$ cat src/rtl/iterative_shifter.sv
// Multi-cycle SLL/SRL/SRA shifter: shifts STEP bits per cycle until done.
// Define ITERATIVE_SHIFTER_ROTATE_EN to make op 11 a rotate-left (else SLL).
module iterative_shifter #(
   parameter int WIDTH   = 32,
   parameter int SHAMT_W = 5,
   parameter int STEP    = 1
) (
   input  logic               clk_i,
   input  logic               rst_i,
   input  logic               start_i,
   input  logic [1:0]         op_i,
   input  logic [WIDTH-1:0]   data_i,
   input  logic [SHAMT_W-1:0] shamt_i,
   output logic [WIDTH-1:0]   data_o,
   output logic               busy_o,
   output logic               done_o
);

   typedef enum logic [1:0] {
      IDLE  = 2'd0,
      SHIFT = 2'd1,
      DONE  = 2'd2
   } state_t;

   localparam logic [1:0] OP_SLL = 2'b00;
   localparam logic [1:0] OP_SRL = 2'b01;
   localparam logic [1:0] OP_SRA = 2'b10;
   localparam logic [1:0] OP_ROL = 2'b11;

   // STEP may equal WIDTH, so compare in one extra bit
   localparam logic [SHAMT_W:0] STEP_C  = (SHAMT_W+1)'(STEP);
   localparam logic [SHAMT_W:0] WIDTH_C = (SHAMT_W+1)'(WIDTH);

   state_t             state_q, state_d;
   logic [WIDTH-1:0]   data_q, data_d;
   logic [1:0]         op_q, op_d;
   logic [SHAMT_W-1:0] rem_q, rem_d;

   logic [SHAMT_W:0]   rem_ext;
   logic [SHAMT_W:0]   k_ext;
   logic [SHAMT_W-1:0] k;
   logic [WIDTH-1:0]   shift_res;

   // step size this cycle: min(STEP, rem)
   always_comb begin
      rem_ext = {1'b0, rem_q};
      k_ext   = (rem_ext < STEP_C) ? rem_ext : STEP_C;
      k       = k_ext[SHAMT_W-1:0];
   end

`ifdef ITERATIVE_SHIFTER_ROTATE_EN
   logic [SHAMT_W:0] rot_rsh;
   logic [WIDTH-1:0] rot_res;

   // rotate left; k is never 0 in SHIFT so rot_rsh < WIDTH
   always_comb begin
      rot_rsh = WIDTH_C - k_ext;
      rot_res = (data_q << k) | (data_q >> rot_rsh);
   end
`else
   logic unused_width;
   assign unused_width = ^WIDTH_C;
`endif

   // one partial shift of the working register by k
   always_comb begin
      shift_res = data_q;
      case (op_q)
         OP_SLL: shift_res = data_q << k;
         OP_SRL: shift_res = data_q >> k;
         OP_SRA: shift_res = WIDTH'($signed(data_q) >>> k);
`ifdef ITERATIVE_SHIFTER_ROTATE_EN
         OP_ROL: shift_res = rot_res;
`else
         OP_ROL: shift_res = data_q << k;
`endif
         default: shift_res = data_q;
      endcase
   end

   // next-state and datapath update
   always_comb begin
      state_d = state_q;
      data_d  = data_q;
      op_d    = op_q;
      rem_d   = rem_q;
      case (state_q)
         IDLE, DONE: begin
            if (start_i) begin
               data_d  = data_i;
               op_d    = op_i;
               rem_d   = shamt_i;
               state_d = (shamt_i != '0) ? SHIFT : DONE;
            end else if (state_q == DONE) begin
               state_d = IDLE;
            end
         end
         SHIFT: begin
            data_d  = shift_res;
            rem_d   = rem_q - k;
            state_d = (rem_q == k) ? DONE : SHIFT;
         end
         default: state_d = IDLE;
      endcase
   end

   // state and working registers
   always_ff @(posedge clk_i) begin
      if (rst_i) begin
         state_q <= IDLE;
         data_q  <= '0;
         op_q    <= '0;
         rem_q   <= '0;
      end else begin
         state_q <= state_d;
         data_q  <= data_d;
         op_q    <= op_d;
         rem_q   <= rem_d;
      end
   end

   assign data_o = data_q;
   assign busy_o = (state_q == SHIFT);
   assign done_o = (state_q == DONE);

endmodule

$ cat config.mk
export PLATFORM = sky130hd
export DESIGN_NAME = iterative_shifter
export DESIGN_NICKNAME = d
export VERILOG_FILES = /design/src/rtl/iterative_shifter.sv
export SDC_FILE = /design/constraint.sdc
export NUM_CORES = 1
export LEC_CHECK = 0
export ABC_AREA = 1
export BUFFER_PORTS_ARGS = -buffer_cell sky130_fd_sc_hd__buf_4
export CORE_MARGIN = 2
export CORE_UTILIZATION = 56
export DETAILED_ROUTE_END_ITERATION = 10
export MAX_ROUTING_LAYER = met4
export PLACE_DENSITY_LB_ADDON = 0.08
export SETUP_SLACK_MARGIN = 0.5
export SLEW_MARGIN = 25
export SYNTH_ARGS = -nofsm -noshare
export SYNTH_HDL_FRONTEND = slang
export SYNTH_SLANG_ARGS = --single-unit
$ cat constraint.sdc
create_clock -name clk_i -period 3 [get_ports clk_i]
set_clock_uncertainty 0.2 [all_clocks]
set_input_delay 0.45 -clock clk_i [delete_from_list [all_inputs] [get_ports clk_i]]
set_output_delay 0.45 -clock clk_i [all_outputs]
set_load 0.01 [all_outputs]
==> results of run 1 <==
## critical path, delay by kind of cell (launching register included)
family | cells | cell delay [ps]
flip-flops | 1 | 360
AO/OA/AOI/OAI | 2 | 310
AND/OR/NAND/NOR | 4 | 1000
## synthesized netlist by cell type
cell type  instances  area [um2]
nand2_4            2        22.5
buf_4              1        7.51
o21bai_2           5        56.3
o22ai_1            3        18.8
o21bai_4           5        93.8
ha_1               3        37.5
o21ai_0           40         200
o21bai_1          20         150
nor3_1             1        5.00
nor2_4             3        33.8
nor2_1            12        45.0
buf_6              5        56.3
a31oi_1            1        6.26
a21oi_2           10        87.6
nand2_1           84         315
inv_1             47         176
buf_2              8        40.0
inv_2              2        7.51
nand3_4            1        17.5
dfxtp_1           41         821
nand3_1            4        20.0
nand2_2            1        6.26
a21oi_1           59         295
and2_1             1        6.26
a22oi_1            1        7.51
nand4_1            2        12.5
clkbuf_2           1        5.00
buf_8              1        15.0
clkbuf_1           7        26.3
## cells by family (layout without fill, tap and decap cells)
| logic type | Yosys count | after routing | synth area share |
|---|---|---|---|
| AND/OR/NAND/NOR | 111 | 111 | 0.187 |
| AO/OA/AOI/OAI | 144 | 144 | 0.353 |
| adder cells (fa/ha/maj) | 3 | 3 | 0.0145 |
| flip-flops | 41 | 41 | 0.317 |
| buffers and inverters | 72 | 136 | 0.129 |
## per-layer routing
layer / GRT usage / vias up
met5: - / -
met4: 0.0608 / 0
met3: 0.0472 / 6
met2: 0.420 / 90
met1: 0.331 / 1209
li1: - / 1341
## report_power, final
part / internal [mW] / switching [mW] / leakage (nW)
Sequential: 0.627 / 0.0783 / 0.340
Clock: 0.166 / 0.189 / 0.0395
Combinational: 0.317 / 0.490 / 1.18
## state kept, by name (all words and copies together) (netlist names)
| name | flops |
|---|---|
| data_o | 32 |
| rem_q | 5 |
| state_q | 2 |
| op_q | 2 |
## final timing paths
kind	start	slack, ps	to
worst max-delay path	rem_q[1]	990	data_o[7]
worst min-delay path	rst_i	150	rem_q[0]
worst min register to register	op_q[1]	290	op_q[1]
worst max register to register	rem_q[1]	990	data_o[7]
## final cells by class
class                      instances  area [um2]  area share
multi-input combinational        258        1440       0.452
sequential                        41         821       0.258
timing repair buffer              79         593       0.186
inverter                          49         184      0.0578
clock buffer                       8        80.1      0.0252
tap                               52        65.1      0.0204
==> results.md, run 1 <==
* Routed wire length per instance at 13.0 um
* Via Count at 2646
* Area after DPL at 3100 um2
* Maximum vdd ir drop at 0.000329 V
* Pre-CTS WS at 1010 ps
* Layout cells sized above 1 at 0.262
* I/O pin count at 76
* P_leak at 1.56 nW
* Max transition margin at 0.609
* Fmax at 498 MHz
* Tcrit/Tclk final at 0.670
* Die extent in y at 72.0 um
* Most frequent CP cell: nand2_4
* Final nets at 479
* Initial antenna violation count at 0
* P&R area growth vs syn at 22.8%
* Fillers at 378
* Highest Signal Layer: met4
* Avg Cell Area, Syn at ~7.0 um2
* GRT Total Usage at 0.256
* Setup Crit Path Kind: register to register
* Worst Setup Start Kind: register
* CP Cell Sequence: nor2_4, nand3_4, nand2_4, nand2_4, o21bai_1, a21oi_1
* Critical Path RT at 2980 ps
* Clock transition at the registers of the reported paths at 80 ps
* RSZ-0062 raised after global routing: no
* Post-route setup slack at 991 ps
* Met3 Wirelength at 401 um
* Core Util, Final at 0.721
* Post-Synthesis Cells at around 370
* Antenna diodes at 0
* Seq/Total Area, Yosys at 0.317
* Hold Vio Cnt, Final at 0
* # placed instances at 479
* Largest net degree at the start of global routing at 37
* Die area at 5190 um2
* Via/cell ratio at 5.43
* Minimum hold slack at approximately 150 ps
* Clk buf depth at 2
* Routability cong. at between 0.9 and 1
* Max Slew Vio Count at 0
* Worst Path Arrival at 1990 ps
* Initial core utilization at 0.587
* Synth warn at 0
* First-pass GRT wire length at about 11000 um
* Die Wd at 72.0 um
* DR pass1 iterations at 4
* Clk sinks at 41
* Clk_lat worst skew at 290 ps
* Slowest-stage cell, CP: nand3_4
* CTS Buf Count at 5
* Post-synth net total at ~420
* Metal-1 WL at 2920 um
* Setup TNS Final at 0 ps
* Post-Synthesis Cell Area at 2590 um2
* CTS Root Cell: clkbuf_8
* Vias in the first global route at roughly 2400
* Worst Path Max Fanout at 36
* Synth unique cells at 29
* Register bit total from synthesis at 41
* Status: complete, no violations
* Fin cells at ~490
* Core Region at between 4000 and 5000 um2
* ANT nets after route at 0
* Max_cap viols at 0
* Most frequent cells in the layout: nand2_1, buf_4, a21oi_1
* Max incr delay on CP at 370 ps
* # DRC at 0
* 1st-iter DRT viols at 176
* Met2 WL at 2960 um
* Slew at the pin with the worst max-slew slack at 586 ps
* Final setup fails at 0
* Post-CTS sizing at 0
* Pwr dens at between 500 and 600 nW/um2
* Setup Buffers After CTS at 0
* CTS tree: built
* Worst Hold Class: input port to register
* FF-to-FF path depth at 6
* Total congestion overflow at 0
* H-tree level count at 2
* Crit path capture type: register
* Buffers on Ports at 75
* Cells on Worst Hold Path at 2
* Overall power at 1.87 mW
* Num rows at 24
* Fin crit period at 2010 ps
* Design Area, Final at approximately 3200 um2
* Routed Wire Length at 6320 um
* Hold_buf cts at 0
* Commonest non-fill, non-tap cell in the layout: nand2_1
* Detailed Place HPWL at between 4000 and 5000 um
Note: power is estimated with default switching activity, not from simulation.
==> inputs of run 2 (changes only) <==
--- a/config.mk
+++ b/config.mk
@@ -8,7 +8,7 @@
 export ABC_AREA = 1
 export BUFFER_PORTS_ARGS = -buffer_cell sky130_fd_sc_hd__buf_4
 export CORE_MARGIN = 2
-export CORE_UTILIZATION = 56
+export CORE_UTILIZATION = 52
 export DETAILED_ROUTE_END_ITERATION = 10
 export MAX_ROUTING_LAYER = met4
 export PLACE_DENSITY_LB_ADDON = 0.08
==> constraint.sdc (replaced) <==
create_clock -name clk_i -period 2 [get_ports clk_i]
set_clock_uncertainty 0.2 [all_clocks]
set_input_delay 0.3 -clock clk_i [delete_from_list [all_inputs] [get_ports clk_i]]
set_output_delay 0.3 -clock clk_i [all_outputs]
set_load 0.01 [all_outputs]
==> results.md, run 2 (synthesized netlist as in run 1, its figures left out) <==
* Status: complete, no violations (unchanged)
* Clk_lat worst skew at 290 ps (about the same)
* Worst Hold Class: input port to register (unchanged)
* Buffers on Ports at 75 (unchanged)
* Final nets at 515 (was 479)
* Detailed Place HPWL at 4570 um (was 4310 um)
* Hold Vio Cnt, Final at 0 (unchanged)
* Max Slew Vio Count at 0 (unchanged)
* Max incr delay on CP at 370 ps (about the same)
* Layout cells sized above 1 at 0.431 (was 0.262)
* Routed Wire Length at 7770 um (was 6320 um)
* Slew at the pin with the worst max-slew slack at 317 ps (was 586 ps)
* DR pass1 iterations at 5 (was 4)
* RSZ-0062 raised after global routing: yes (was no)
* Clk buf depth at 2 (unchanged)
* Sequential share of power at 0.301 (was 0.378)
* Via Count at 2857 (was 2646)
* Fin crit period at 1700 ps (was 2010 ps)
* Via/cell ratio at 5.31 (was 5.43)
* P&R area growth vs syn at 48.1% (was 22.8%)
* Clock power share at 0.212 (was 0.190)
* Die Wd at 74.6 um (was 72.0 um)
* Switching power at 1.38 mW (was 757 uW)
* Power Internal at 2.17 mW (was 1.11 mW)
* Pwr dens at 925 nW/um2 (was 587 nW/um2)
* Switching Fraction at 0.389 (was 0.405)
* # DRC at 0 (unchanged)
* Total congestion overflow at 0 (unchanged)
* Die extent in y at 74.6 um (was 72.0 um)
* CTS tree: built (unchanged)
* Cell family with most CP delay: simple AND/OR/NAND/NOR gates (unchanged)
* Largest net degree at the start of global routing at 38 (was 37)
* Tcrit/Tclk final at 0.851 (was 0.670)
* Antenna diodes at 0 (unchanged)
* Clk sinks at 41 (unchanged)
* Initial core utilization at 0.545 (was 0.587)
* I/O pin count at 76 (unchanged)
* Clock transition at the registers of the reported paths at 80 ps (about the same)
* Max FFs per register at 32 (unchanged)
* Worst Path Max Fanout at 4 (was 36)
* CTS Buf Count at 5 (unchanged)
* Critical Path RT at 2020 ps (was 2980 ps)
* Cells on Worst Hold Path at 3 (was 2)
* Setup TNS Final at 0 ps (unchanged)
* Core Util, Final at 0.807 (was 0.721)
* CTS Root Cell: clkbuf_8 (unchanged)
* Most frequent cells in the layout: buf_4, nand2_1, inv_1 (was nand2_1, buf_4, a21oi_1)
* Setup Crit Path Kind: register to register (unchanged)
* Max transition margin at 0.789 (was 0.609)
* Design Area, Final at 3840 um2 (was 3180 um2)
* Hold Crit Endpoint: rem_q[0] (unchanged)
* Slowest-stage cell, CP: dfxtp_4 (was nand3_4)
* Routability cong. at 0.807 (was 0.913)
* Vias in the first global route at 2558 (was 2367)
* Reg2reg setup slack at 300 ps (was 990 ps)
* Combinational Power Share at 0.488 (was 0.432)
* Most frequent CP cell: inv_4 (was nand2_4)
* Worst Path Arrival at 1720 ps (was 1990 ps)
* Maximum vdd ir drop at 0.000589 V (was 0.000329 V)
* Crit path capture type: register (unchanged)
* Initial antenna violation count at 0 (unchanged)
* First-pass GRT wire length at 11800 um (was 10500 um)
* Max_cap viols at 0 (unchanged)
* Reg2reg end: data_o[0] (was data_o[7])
* H-tree level count at 2 (unchanged)
* Die area at 5570 um2 (was 5190 um2)
* CP Cell Sequence: inv_4, ha_4, inv_4, nor2_4, buf_6, nand4_1, nand2_1, nand3_1, a21oi_1 (was nor2_4, nand3_4, nand2_4, nand2_4, o21bai_1, a21oi_1)
* Fmax at 588 MHz (was 498 MHz)
* GRT Total Usage at 0.276 (was 0.256)
* Reg-to-Reg Start: op_q[0] (was rem_q[1])
* WP buf/inv at 3 (was 0)
* 1st-iter DRT viols at 208 (was 176)
* Commonest non-fill, non-tap cell in the layout: buf_4 (was nand2_1)
* ANT nets after route at 0 (unchanged)
* Core Region at 4750 um2 (was 4410 um2)
* Worst Setup Start Kind: register (unchanged)
* Routed wire length per instance at 14.4 um (was 13.0 um)
* FF-to-FF path depth at 9 (was 6)
* Num rows at 25 (was 24)
* Worst hold path startpoint: shamt_i[0] (was rst_i)
* Final setup fails at 0 (unchanged)
* Area after DPL at 3190 um2 (was 3100 um2)
* P_leak at 1.81 nW (was 1.56 nW)
run 2: how the worst max path moves through the flow:
| stage | startpoint | end | slack (ps) | cells after the start |
|---|---|---|---|---|
| 2_1_floorplan | rem_q[4] | rem_q[4] | 440 | 12 |
| 3_3_place_gp | op_q[0] | data_o[0] | 260 | 9 |
| 3_5_place_dp | rem_q[1] | data_o[15] | 220 | 6 |
| 4_1_cts | rem_q[4] | data_o[31] | 400 | 9 |
| 5_1_grt | rem_q[3] | rem_q[4] | 230 | 12 |
| 6_report | op_q[0] | data_o[0] | 300 | 9 |
run 2: metrics by stage:
step / power [mW] / cells / hold slack, ps / setup WS (ps)
floorplan: 1.96 / 371 / 159 / 437
CTS: 3.31 / 530 / 98.9 / 399
finish: 3.55 / 538 / 101 / 299
global route: 3.75 / 538 / 130 / 230
detailed placement: 2.33 / 501 / 291 / 215
global placement: 2.31 / 501 / 266 / 260
run 2: power by group through the flow:
stage / clock network, mW / logic (mW) / registers, mW
global placement: 0 / 1.23 / 1.08
finish: 0.753 / 1.73 / 1.07
global route: 0.782 / 1.88 / 1.08
floorplan: 0 / 0.855 / 1.11
detailed placement: 0 / 1.25 / 1.08
CTS: 0.756 / 1.50 / 1.06
run 2: final cells by class:
type / instances / area, um2
multi-input combinational: 259 / 1650
fill: 331 / 916
clock inverter: 2 / 35.0
timing repair buffer: 114 / 953
clock buffer: 6 / 93.8
sequential: 41 / 836
inverter: 49 / 191
tap: 67 / 83.8
run 2: worst reg2reg max path: stages, from the launching register on:
cell and delay (ps):
dfxtp_4 370, inv_4 40, ha_4 280, inv_4 40, nor2_4 110, buf_6 120
nand4_1 130, nand2_1 120, nand3_1 80, a21oi_1 140
run 2: routing by layer:
| layer | routed length, um | track usage | vias up |
|---|---|---|---|
| met3 | 479 | 0.0415 | 12 |
| met5 | 0 | - | - |
| met2 | 4030 | 0.467 | 103 |
| met1 | 3160 | 0.352 | 1328 |
| met4 | 101 | 0.0595 | 0 |
| li1 | - | - | 1414 |
run 2: what timing repair did:
item,4_1_cts,5_1_grt
pin swaps,17,16
setup endpoints to repair,38,43
hold buffers,1,0
resized for setup,39,43
cloned,1,1
setup buffers,19,7
hold endpoints to repair,4,0
